--- src/rtl/mux_pkg.sv ---
// Shared definitions for the N:1 registered multiplexer.
package mux_pkg;

  // Selection policy driven on the mode port.
  typedef enum logic {
    MODE_FIXED = 1'b0,
    MODE_RR    = 1'b1
  } mode_e;

  localparam int unsigned N_MIN = 2;
  localparam int unsigned N_MAX = 16;

endpackage

--- src/rtl/rr_arbiter.sv ---
// Rotating-priority search: first requester after ptr, wrapping, ptr itself last.
module rr_arbiter #(
  parameter  int unsigned N  = 4,
  localparam int unsigned SW = $clog2(N)
) (
  input  logic [N-1:0]  req,
  input  logic [SW-1:0] ptr,
  output logic          gnt_valid,
  output logic [SW-1:0] gnt_idx
);

  // Scan ptr+1 .. ptr+N modulo N and keep the first hit.
  always_comb begin
    int unsigned idx;
    gnt_valid = 1'b0;
    gnt_idx   = '0;
    idx       = 0;
    for (int unsigned i = 1; i <= N; i++) begin
      idx = (32'(ptr) + i) % N;
      if (!gnt_valid && req[idx]) begin
        gnt_valid = 1'b1;
        gnt_idx   = SW'(idx);
      end
    end
  end

endmodule

--- src/rtl/mux_nx1_rr.sv ---
// N:1 multiplexer with fixed or round-robin channel selection and a
// one-deep registered output stage with valid/ready handshakes.
module mux_nx1_rr
  import mux_pkg::*;
#(
  parameter  int unsigned N  = 4,
  parameter  int unsigned W  = 32,
  localparam int unsigned SW = $clog2(N)
) (
  input  logic           clk,
  input  logic           rst_n,
  input  logic           mode,
  input  logic [SW-1:0]  sel,
  input  logic [N*W-1:0] in_data,
  input  logic [N-1:0]   in_valid,
  output logic [N-1:0]   in_ready,
  output logic [W-1:0]   out_data,
  output logic [SW-1:0]  out_chan,
  output logic           out_valid,
  input  logic           out_ready
);

  logic [SW-1:0] ptr;
  logic          rr_valid;
  logic [SW-1:0] rr_idx;
  logic          gnt_valid;
  logic [SW-1:0] gnt_idx;
  logic          load_en;
  logic          take;

  rr_arbiter #(.N(N)) u_rr_arbiter (
    .req       (in_valid),
    .ptr       (ptr),
    .gnt_valid (rr_valid),
    .gnt_idx   (rr_idx)
  );

  // Output register can accept when empty or draining this cycle.
  assign load_en = !out_valid || out_ready;

  // Grant selection; out-of-range sel grants nothing.
  always_comb begin
    gnt_valid = 1'b0;
    gnt_idx   = '0;
    if (mode_e'(mode) == MODE_RR) begin
      gnt_valid = rr_valid;
      gnt_idx   = rr_idx;
    end else if (32'(sel) < N) begin
      gnt_valid = in_valid[sel];
      gnt_idx   = sel;
    end
  end

  assign take = rst_n && gnt_valid && load_en;

  // One-hot ready toward the granted channel only.
  always_comb begin
    in_ready = '0;
    if (take) begin
      in_ready[gnt_idx] = 1'b1;
    end
  end

  // Output register and round-robin pointer.
  always_ff @(posedge clk or negedge rst_n) begin
    if (!rst_n) begin
      out_valid <= 1'b0;
      out_data  <= '0;
      out_chan  <= '0;
      ptr       <= SW'(N - 1);
    end else if (take) begin
      out_valid <= 1'b1;
      out_data  <= in_data[32'(gnt_idx)*W +: W];
      out_chan  <= gnt_idx;
      ptr       <= gnt_idx;
    end else if (out_ready) begin
      out_valid <= 1'b0;
    end
  end

endmodule
--- config.mk ---
export PLATFORM = sky130hd
export DESIGN_NAME = mux_nx1_rr
export DESIGN_NICKNAME = d
export VERILOG_FILES = /design/src/rtl/mux_pkg.sv /design/src/rtl/rr_arbiter.sv /design/src/rtl/mux_nx1_rr.sv
export SDC_FILE = /design/constraint.sdc
export NUM_CORES = 1
export LEC_CHECK = 0
export ABC_AREA = 0
export BUFFER_PORTS_ARGS = -buffer_cell sky130_fd_sc_hd__buf_2
export CORE_ASPECT_RATIO = 2
export CORE_MARGIN = 2
export CORE_UTILIZATION = 46
export CTS_BUF_LIST = sky130_fd_sc_hd__clkbuf_4 sky130_fd_sc_hd__clkbuf_8 sky130_fd_sc_hd__clkbuf_16
export CTS_CLUSTER_SIZE = 24
export DETAILED_ROUTE_END_ITERATION = 8
export PLACE_DENSITY = 0.95
export SLEW_MARGIN = 25
export SYNTH_ARGS = -nofsm -noshare
export SYNTH_HDL_FRONTEND = slang
export SYNTH_SLANG_ARGS = --single-unit
--- constraint.sdc ---
create_clock -name clk -period 4.7 [get_ports clk]
set_input_delay 0.94 -clock clk [delete_from_list [all_inputs] [get_ports clk]]
set_output_delay 0.94 -clock clk [all_outputs]
set_load 0.05 [all_outputs]
==> summary.md, run 1 <==
| Metric | Value |
|---|---|
| GRT overflow | 0 |
| F_max | 278 MHz |
| Slew HR | 0.486 |
| Antenna violations before repair | 0 |
| Row cnt | 39 |
| Syn_nets | 368 |
| Number of routed nets with antenna violations | 0 |
| Post-Synthesis Cells | 230 |
| Post-cts sizing count | 0 |
| Final WL | 7590 um |
| Mapped cell area | 2740 sq um |
| Post-synthesis register bit count | 37 |
| Leakage | 2.03 nW |
| Max VDD drop | 0.480 mV |
| Power per cell area | 509 nW/um^2 |
| Gr usage total | 0.233 |
| Critical setup path kind | in -> out |
| Area growth syn-to-layout | 37.1% |
| Final hold violation count | 0 |
| Initial drt markers | 232 |
| Vias in the first global route | 2649 |
| Ys Warns | 0 |
| DRC Markers | 0 |
| Fill count | 491 |
| Clock Path Buffers | 2 |
| Final setup violation count | 0 |
| Avg Inst Size Synth | 11.9 sq um |
| Fin Clk Skew | 3.89 ps |
| Root buffer cell | clkbuf_16 |
| DRT Pass-1 Iters | 4 |
| Minimum clock period | 3600 ps |
| Post-CTS setup buffer count | 0 |
| Avg WL per Cell | 16.4 um |
| Area of the die | 6630 sq um |
| Commonest cells after routing, fill and taps aside | 176 x buf_2, 100 x mux2i_1, 35 x dfrtp_1, 32 x mux2_2 |
| GPL Wtd Cong | 0.821 |
| Die Width | 58.6 um |
| CP max FO | 11 |
| Synth top area share | 0.365 |
| PortBufs | 176 |
| Cts-stage hold buffer count | 0 |
| Outcome | complete, no violations |
| Die Ht | 113 um |
| Measured slew at the worst slew-check pin | 768 ps |
| Drt via density | 5.37 |
| Area contributors post-synth | mux2i_1 37%, dfrtp_1 32%, mux2_2 13% |
| Clock slew at reported path FFs | 50 ps |
| Share of cells above drive strength 1 | 0.577 |
| Core Util, Final | 0.658 |
| First-pass GRT wire length | 11900 um |
| Hold Path Class | reg -> reg |
| Layout Nets | 539 |
| Final period utilization | 0.766 |
| Clock tree sinks | 37 |
| Max Cap Violations | 0 |
| DP HPWL | 6230 um |
| Commonest non-fill, non-tap cell in the layout | buf_2 |
| Count of cell types in the netlist | 34 |
| Post-Route Setup TNS | 0 ps |
| Seq/Total Area, Yosys | 0.339 |
| Top Ports | 177 |
| Clock tree from TritonCTS | yes |
| Critical Path RT | 3760 ps |
| Ant diodes | 0 |
| Largest net degree at the start of global routing | 38 |
| Initial Util | 0.480 |
| Vias | 2487 |
| Worst skew pair latency | 270 ps |
| H-tree depth | 2 |
| Core footprint | 5710 sq um |
| Final Max Tran Viols | 0 |
| Synth area leader | mux2i_1 |
| WP data arrival | 2660 ps |
| Setup crit end kind | primary output |
| Num CTS Buffers | 5 |
| RSZ-0062 raised after global routing | false |
| Startpoint Class | input port |
## Yosys cell counts (all sizes together)
| cell | instances |
|---|---|
| nor4 | 3 |
| o221ai | 2 |
| mux2 | 33 |
| nor3 | 1 |
| mux4 | 1 |
| inv | 8 |
| mux2i | 100 |
| o22ai | 1 |
| and4b | 1 |
| o31ai | 1 |
| and3 | 1 |
| nand2 | 2 |
| clkbuf | 2 |
| dfstp | 2 |
| a21oi | 2 |
| nor3b | 2 |
| or4b | 1 |
| o32ai | 1 |
| nand2b | 1 |
| nor2b | 3 |
| or2 | 1 |
| buf | 17 |
| nor2 | 4 |
| o41ai | 1 |
| o221a | 1 |
| dfrtp | 35 |
| o21ai | 3 |
## path summary, 6_finish.rpt
path	from	end	slack (ps)	cells after the start
min in group asynchronous	rst_n	out_data[15]	760	2
worst min-delay path	out_data[14]	out_data[14]	500	1
worst max register to register	ptr[1]	out_data[13]	2020	6
worst min register to register	out_data[14]	out_data[14]	500	1
worst max-delay path	in_valid[0]	in_ready[1]	1100	7
max in group asynchronous	rst_n	ptr[1]	3580	2
## logic make-up after synthesis
group	Yosys count	share of synthesized area
muxes	134	0.509
DFF	37	0.339
buffers and inverters	27	0.0735
and+or+nand+nor	20	0.0434
AOI/OAI and AO/OA	12	0.0352
## worst max-delay path, stage by stage
cell     delay, ps
buf_2          150
nor3b_1        160
a21oi_2        100
nor3b_1         70
o41ai_4        700
and3_1         270
buf_2          260
## area by class of cell
| type | count | area, sq um | share of cell area |
|---|---|---|---|
| tap | 61 | 76.3 | 0.0203 |
| timing repair buffer | 183 | 933 | 0.248 |
| inverter | 8 | 30.0 | 0.00799 |
| clock inverter | 2 | 10.0 | 0.00266 |
| multi-input combinational | 166 | 1650 | 0.438 |
| clock buffer | 6 | 133 | 0.0353 |
| sequential | 37 | 928 | 0.247 |
## report_power, final
| group | switching, mW | leakage [nW] | total (mW) | internal (mW) |
|---|---|---|---|---|
| Sequential | 0.0736 | 0.431 | 0.521 | 0.448 |
| Clock | 0.119 | 0.0740 | 0.319 | 0.200 |
| Combinational | 0.712 | 1.53 | 1.07 | 0.360 |
## flip-flops by register name, indices dropped and copies added, names as in the netlist
signal	flops
ptr	2
out_data	32
out_chan	2
out_valid	1
## through the flow
stage	instances	total power, mW	setup slack, ps	hold slack (ps)	instance area [sq um]
3_5_place_dp	455	1.61	1100	490	3610
5_1_grt	463	2.01	951	516	3760
3_3_place_gp	455	1.58	1150	487	3610
6_report	463	1.91	1100	499	3760
2_1_floorplan	230	1.35	1030	503	2740
4_1_cts	463	1.93	1090	503	3760
## routing by layer
layer	vias to the layer above	part of all wire	global-route usage	wire, um
li1	1191	-	-	-
met1	1181	0.32	0.227	2470
met2	95	0.60	0.455	4560
met3	20	0.047	0.0366	354
met4	0	0.028	0.100	209
met5	-	0	0	0
No activity file was read; power rests on OpenSTA's default activity.
==> run 2, diff against run 1 <==
Settings changed: CORE_UTILIZATION 46 to 39, PLACE_DENSITY 0.95 to 0.89.
Clock period 4.7 ns to 3.2 ns, I/O delays scaled along.
==> run 2 against run 1 <==
Global-route usage decreased by 3.7 points. Power increased by 49%. Sequential share of layout area decreased by 0.33 points. Die area increased by 17%. Clock skew increased by 2.4 ps. Sequential cell count unchanged. Highest routed layer unchanged. Clock power increased by 60%. Setup slack got worse by 810 ps. Routed wire length decreased by 0.26%. Register-to-register slack got worse by 1500 ps. Clock-buffer cell count increased by 1. Critical path type is now reg -> out.
==> summary.md, run 2 (synthesized netlist as in run 1, its figures left out) <==
| Metric | Value |
|---|---|
| Final std cells w/o fill | 492 |
| Area growth syn-to-layout | 39.0% |
| Final Max Tran Viols | 0 |
| H-tree depth | 2 |
| Num CTS Buffers | 5 |
| Largest reg by FF count | out_data |
| Startpoint Class | register |
| First-pass GRT wire length | 12000 um |
| Clock tree sinks | 37 |
| Biggest regs | out_data: 32 flops, out_chan: 2 flops, ptr: 2 flops |
| Largest register FFs | 32 |
| Initial drt markers | 67 |
| Die Width | 63.3 um |
| Outcome | complete, no violations |
| Post-CTS setup buffer count | 0 |
| Vias | 2491 |
| Final WL | 7570 um |
| Leakage | 2.04 nW |
| Final period utilization | 0.909 |
| Commonest non-fill, non-tap cell in the layout | buf_2 |
| Die Ht | 123 um |
| PortBufs | 176 |
| Number of routed nets with antenna violations | 0 |
| Post-cts sizing count | 0 |
| Worst R2R Start | ptr[1] |
| Max VDD drop | 0.475 mV |
| Post-Route Setup TNS | 0 ps |
| F_max | 344 MHz |
| GRT overflow | 0 |
| Fill count | 632 |
| Top Ports | 177 |
| Final setup violation count | 0 |
| Area of the die | 7750 sq um |
| Fin Clk Skew | 6.29 ps |
| Dpl cells | 484 |
| Minimum clock period | 2910 ps |
| DRT Pass-1 Iters | 4 |
| Max Cap Violations | 0 |
| Hold Path Class | in -> async |
| DRC Markers | 0 |
| Measured slew at the worst slew-check pin | 702 ps |
| Critical setup path kind | reg -> out |
| Row cnt | 43 |
| Clock slew at reported path FFs | 60 ps |
| Largest net degree at the start of global routing | 43 |
| Power per cell area | 749 nW/um^2 |
| Core Util, Final | 0.553 |
| Clock Path Buffers | 2 |
| DP HPWL | 6070 um |
| Antenna violations before repair | 0 |
| Share of cells above drive strength 1 | 0.577 |
| Drt via density | 5.06 |
| Clock tree from TritonCTS | yes |
| Cts-stage hold buffer count | 0 |
| Crit path from | ptr[0] |
| Gr usage total | 0.197 |
| Commonest cells after routing, fill and taps aside | 176 x buf_2, 100 x mux2i_1, 35 x dfrtp_1, 32 x mux2_2 |
| RSZ-0062 raised after global routing | false |
| Avg WL per Cell | 15.4 um |
| Root buffer cell | clkbuf_16 |
| CP max FO | 8 |
| Critical Path RT | 2560 ps |
| Cell Area, Placed | 3650 sq um |
| GPL Wtd Cong | 0.877 |
| Initial Util | 0.398 |
| Slew HR | 0.532 |
| Pwr Total | 2.85 mW |
| Vias in the first global route | 2680 |
| Final instance area | 3810 sq um |
| Core footprint | 6890 sq um |
| WP data arrival | 2270 ps |
| Final hold violation count | 0 |
| Worst skew pair latency | 280 ps |
| Ant diodes | 0 |
| Setup crit end kind | primary output |
| Layout Nets | 539 |
[run 2: cell count changes in the layout (fill, tap and decap cells not counted), sizes merged]
cell,delta
clkbuf,+1
clkinv,-1
[run 2: final cells by class]
type | instances | area (sq um) | share of cell area
clock buffers | 7 | 153 | 0.0401
clock inverters | 1 | 5.00 | 0.00131
inverters | 8 | 30.0 | 0.00788
multi-input cells | 166 | 1650 | 0.432
flip-flops and latches | 37 | 928 | 0.244
well taps | 90 | 113 | 0.0296
repair buffers | 183 | 933 | 0.245
[run 2: path summary, 6_finish.rpt]
path,endpoint,slack [ps],depth (start not counted)
worst max-delay path,in_ready[1],290,6
min in group clk,out_data[14],500,1
max in group asynchronous,ptr[0],2390,2
worst min-delay path,out_data[26],450,2
worst min register to register,out_data[14],500,1
worst max register to register,out_data[20],490,7
[run 2: report_power, final]
group | switching, mW | leakage, nW | internal, mW
Sequential | 0.101 | 0.431 | 0.657
Combinational | 1.06 | 1.53 | 0.528
Clock | 0.181 | 0.0799 | 0.330
Total | 1.34 | 2.04 | 1.51
[run 2: critical path: stages (launching register included)]
cell	delay, ps
dfstp_2	610
mux2_1	330
nor4_1	260
o31ai_1	170
o41ai_4	130
and3_1	240
buf_2	260
[run 2: layer usage]
metal	part of all wire	GRT usage
met1	0.35	0.194
met4	0.039	0.109
met5	0	0
met3	0.037	0.0312
met2	0.57	0.382
[run 2: metrics by stage]
stage	hold WS (ps)	setup slack, ps
floorplan	344	133
global placement	485	488
detailed placement	490	369
CTS	477	304
global route	506	115
finish	454	293
==> run 3, diff against run 2 <==
Settings changed: RECOVER_POWER set to 25.
Clock period 3.2 ns to 2.6 ns, I/O delays scaled along.
==> run 3 against run 2 <==
The flow now finishes with violations (capacitance limit, slew limit). Combinational power increased by 32%. Sequential power increased by 22%. First-iteration DRC count increased by 130%. Routed wire length increased by 2.1%. Largest cell class unchanged. Critical endpoint is now in_ready[0].
==> summary.md, run 3 (synthesized netlist as in run 1, its figures left out) <==
| Metric | Value |
|---|---|
| Antenna violations before repair | 0 |
| Vias | 2579 |
| Biggest regs | out_data: 32 flops, out_chan: 2 flops, ptr: 2 flops |
| Leakage | 2.09 nW |
| H-tree depth | 2 |
| Initial Util | 0.398 |
| Gr usage total | 0.198 |
| Largest net degree at the start of global routing | 38 |
| Setup crit end kind | primary output |
| Final period utilization | 0.985 |
| Worst skew pair latency | 270 ps |
| Share of cells above drive strength 1 | 0.609 |
| Measured slew at the worst slew-check pin | 1950 ps |
| PortBufs | 176 |
| First-pass GRT wire length | 12000 um |
| Critical Path RT | 2080 ps |
| R2r setup slk | 90 ps |
| WP data arrival | 2040 ps |
| Startpoint Class | register |
| Final hold violation count | 0 |
| Minimum clock period | 2560 ps |
| Clock Path Buffers | 2 |
| Layout Nets | 549 |
| Max Cap Violations | 1 |
| DRC Markers | 0 |
| Clock tree from TritonCTS | yes |
| Final std cells w/o fill | 502 |
| Num CTS Buffers | 5 |
| Core footprint | 6890 sq um |
| Power per cell area | 912 nW/um^2 |
| Cts-stage hold buffer count | 0 |
| Dpl cells | 487 |
| Wire length on met3 | 323 um |
| Final setup violation count | 0 |
| Fin Clk Skew | 6.21 ps |
| Area growth syn-to-layout | 44.6% |
| GRT overflow | 0 |
| Vias in the first global route | 2686 |
| Row cnt | 43 |
| Slew HR | -0.303 |
| CP max FO | 6 |
| F_max | 391 MHz |
| Drt via density | 5.14 |
| Failing checks | capacitance limit, slew limit |
| Die Width | 63.3 um |
| DRT Pass-1 Iters | 4 |
| M1 wire length | 2630 um |
| Largest register FFs | 32 |
| Largest reg by FF count | out_data |
| Number of routed nets with antenna violations | 0 |
| Avg WL per Cell | 15.4 um |
| Met2 routed WL | 4470 um |
| Final WL | 7730 um |
| Hold Path Class | in -> reg |
| Commonest cells after routing, fill and taps aside | 171 x buf_2, 99 x mux2i_1, 35 x dfrtp_1, 32 x mux2_2, 15 x buf_4 |
| GPL Wtd Cong | 0.961 |
| Root buffer cell | clkbuf_16 |
| Clock slew at reported path FFs | 50 ps |
| Outcome | finished, violations left |
| Pwr Total | 3.61 mW |
| Area of the die | 7750 sq um |
| Final Max Tran Viols | 38 |
| Die Ht | 123 um |
| Top Ports | 177 |
| Commonest non-fill, non-tap cell in the layout | buf_2 |
| RSZ-0062 raised after global routing | true |
| Max VDD drop | 0.555 mV |
| Max layer used | met4 |
| Critical setup path kind | reg -> out |
| Ant diodes | 0 |
| DP HPWL | 6200 um |
| Initial drt markers | 151 |
| Clock tree sinks | 37 |
## run 3: cell types whose count changed in the layout (fill, tap and decap cells not counted), sizes merged
cell,previous run,this run
clkbuf,7,10
clkinv,1,0
buf,183,191
## run 3: final cells by class
type,instances,area [sq um]
Tap cell,90,113
Sequential cell,37,928
Clock buffer,8,154
Multi-Input combinational cell,166,1710
Inverter,8,30.0
Timing Repair Buffer,193,1030
Fill cell,623,2920
## run 3: path summary, 6_finish.rpt
check	from	to	cells after the start
max	ptr[1]	in_ready[0]	5
min	out_ready	out_valid	2
max reg2reg	ptr[1]	out_data[1]	8
min reg2reg	out_data[6]	out_data[6]	1
max in group asynchronous	rst_n	out_data[10]	2
min in group asynchronous	rst_n	out_data[23]	2
## run 3: stage by stage
stage | setup TNS (ps) | util | hold WS [ps] | setup slack (ps) | area [sq um]
after detailed placement | -46.6 | 0.535 | 490 | -25.1 | 3680
after global placement | 0 | 0.535 | 487 | 70.3 | 3680
after CTS | -0.984 | 0.571 | 354 | -0.984 | 3940
final | 0 | 0.575 | 454 | 39.3 | 3960
after global routing | -1770 | 0.575 | 505 | -58.6 | 3960
after floorplan | 0 | - | 224 | 2.73 | 2750
## run 3: critical path: stages (launching register included)
cell     delay (ps)
dfstp_2         570
nor2_1           60
and4b_1         210
o41ai_4         520
nor2b_2         240
buf_6           160
## run 3: timing repair
item                                    CTS  global route
endpoints found under the setup margin    4            29
buffers inserted                          8             1
gates resized for setup                  15             5
pin swaps                                 6             2
## run 3: per-layer routing
layer,GRT usage,vias up
met1,0.204,1217
met2,0.381,117
li1,-,1217
met3,0.0202,28
met4,0.111,0
met5,0,-
## run 3: where the power goes
| group | switching, mW | leakage (nW) | total (mW) | internal, mW |
|---|---|---|---|---|
| registers | 0.114 | 0.431 | 0.922 | 0.808 |
| clock network | 0.209 | 0.0780 | 0.611 | 0.403 |
| logic | 1.36 | 1.58 | 2.08 | 0.725 |
| total | 1.68 | 2.09 | 3.61 | 1.94 |
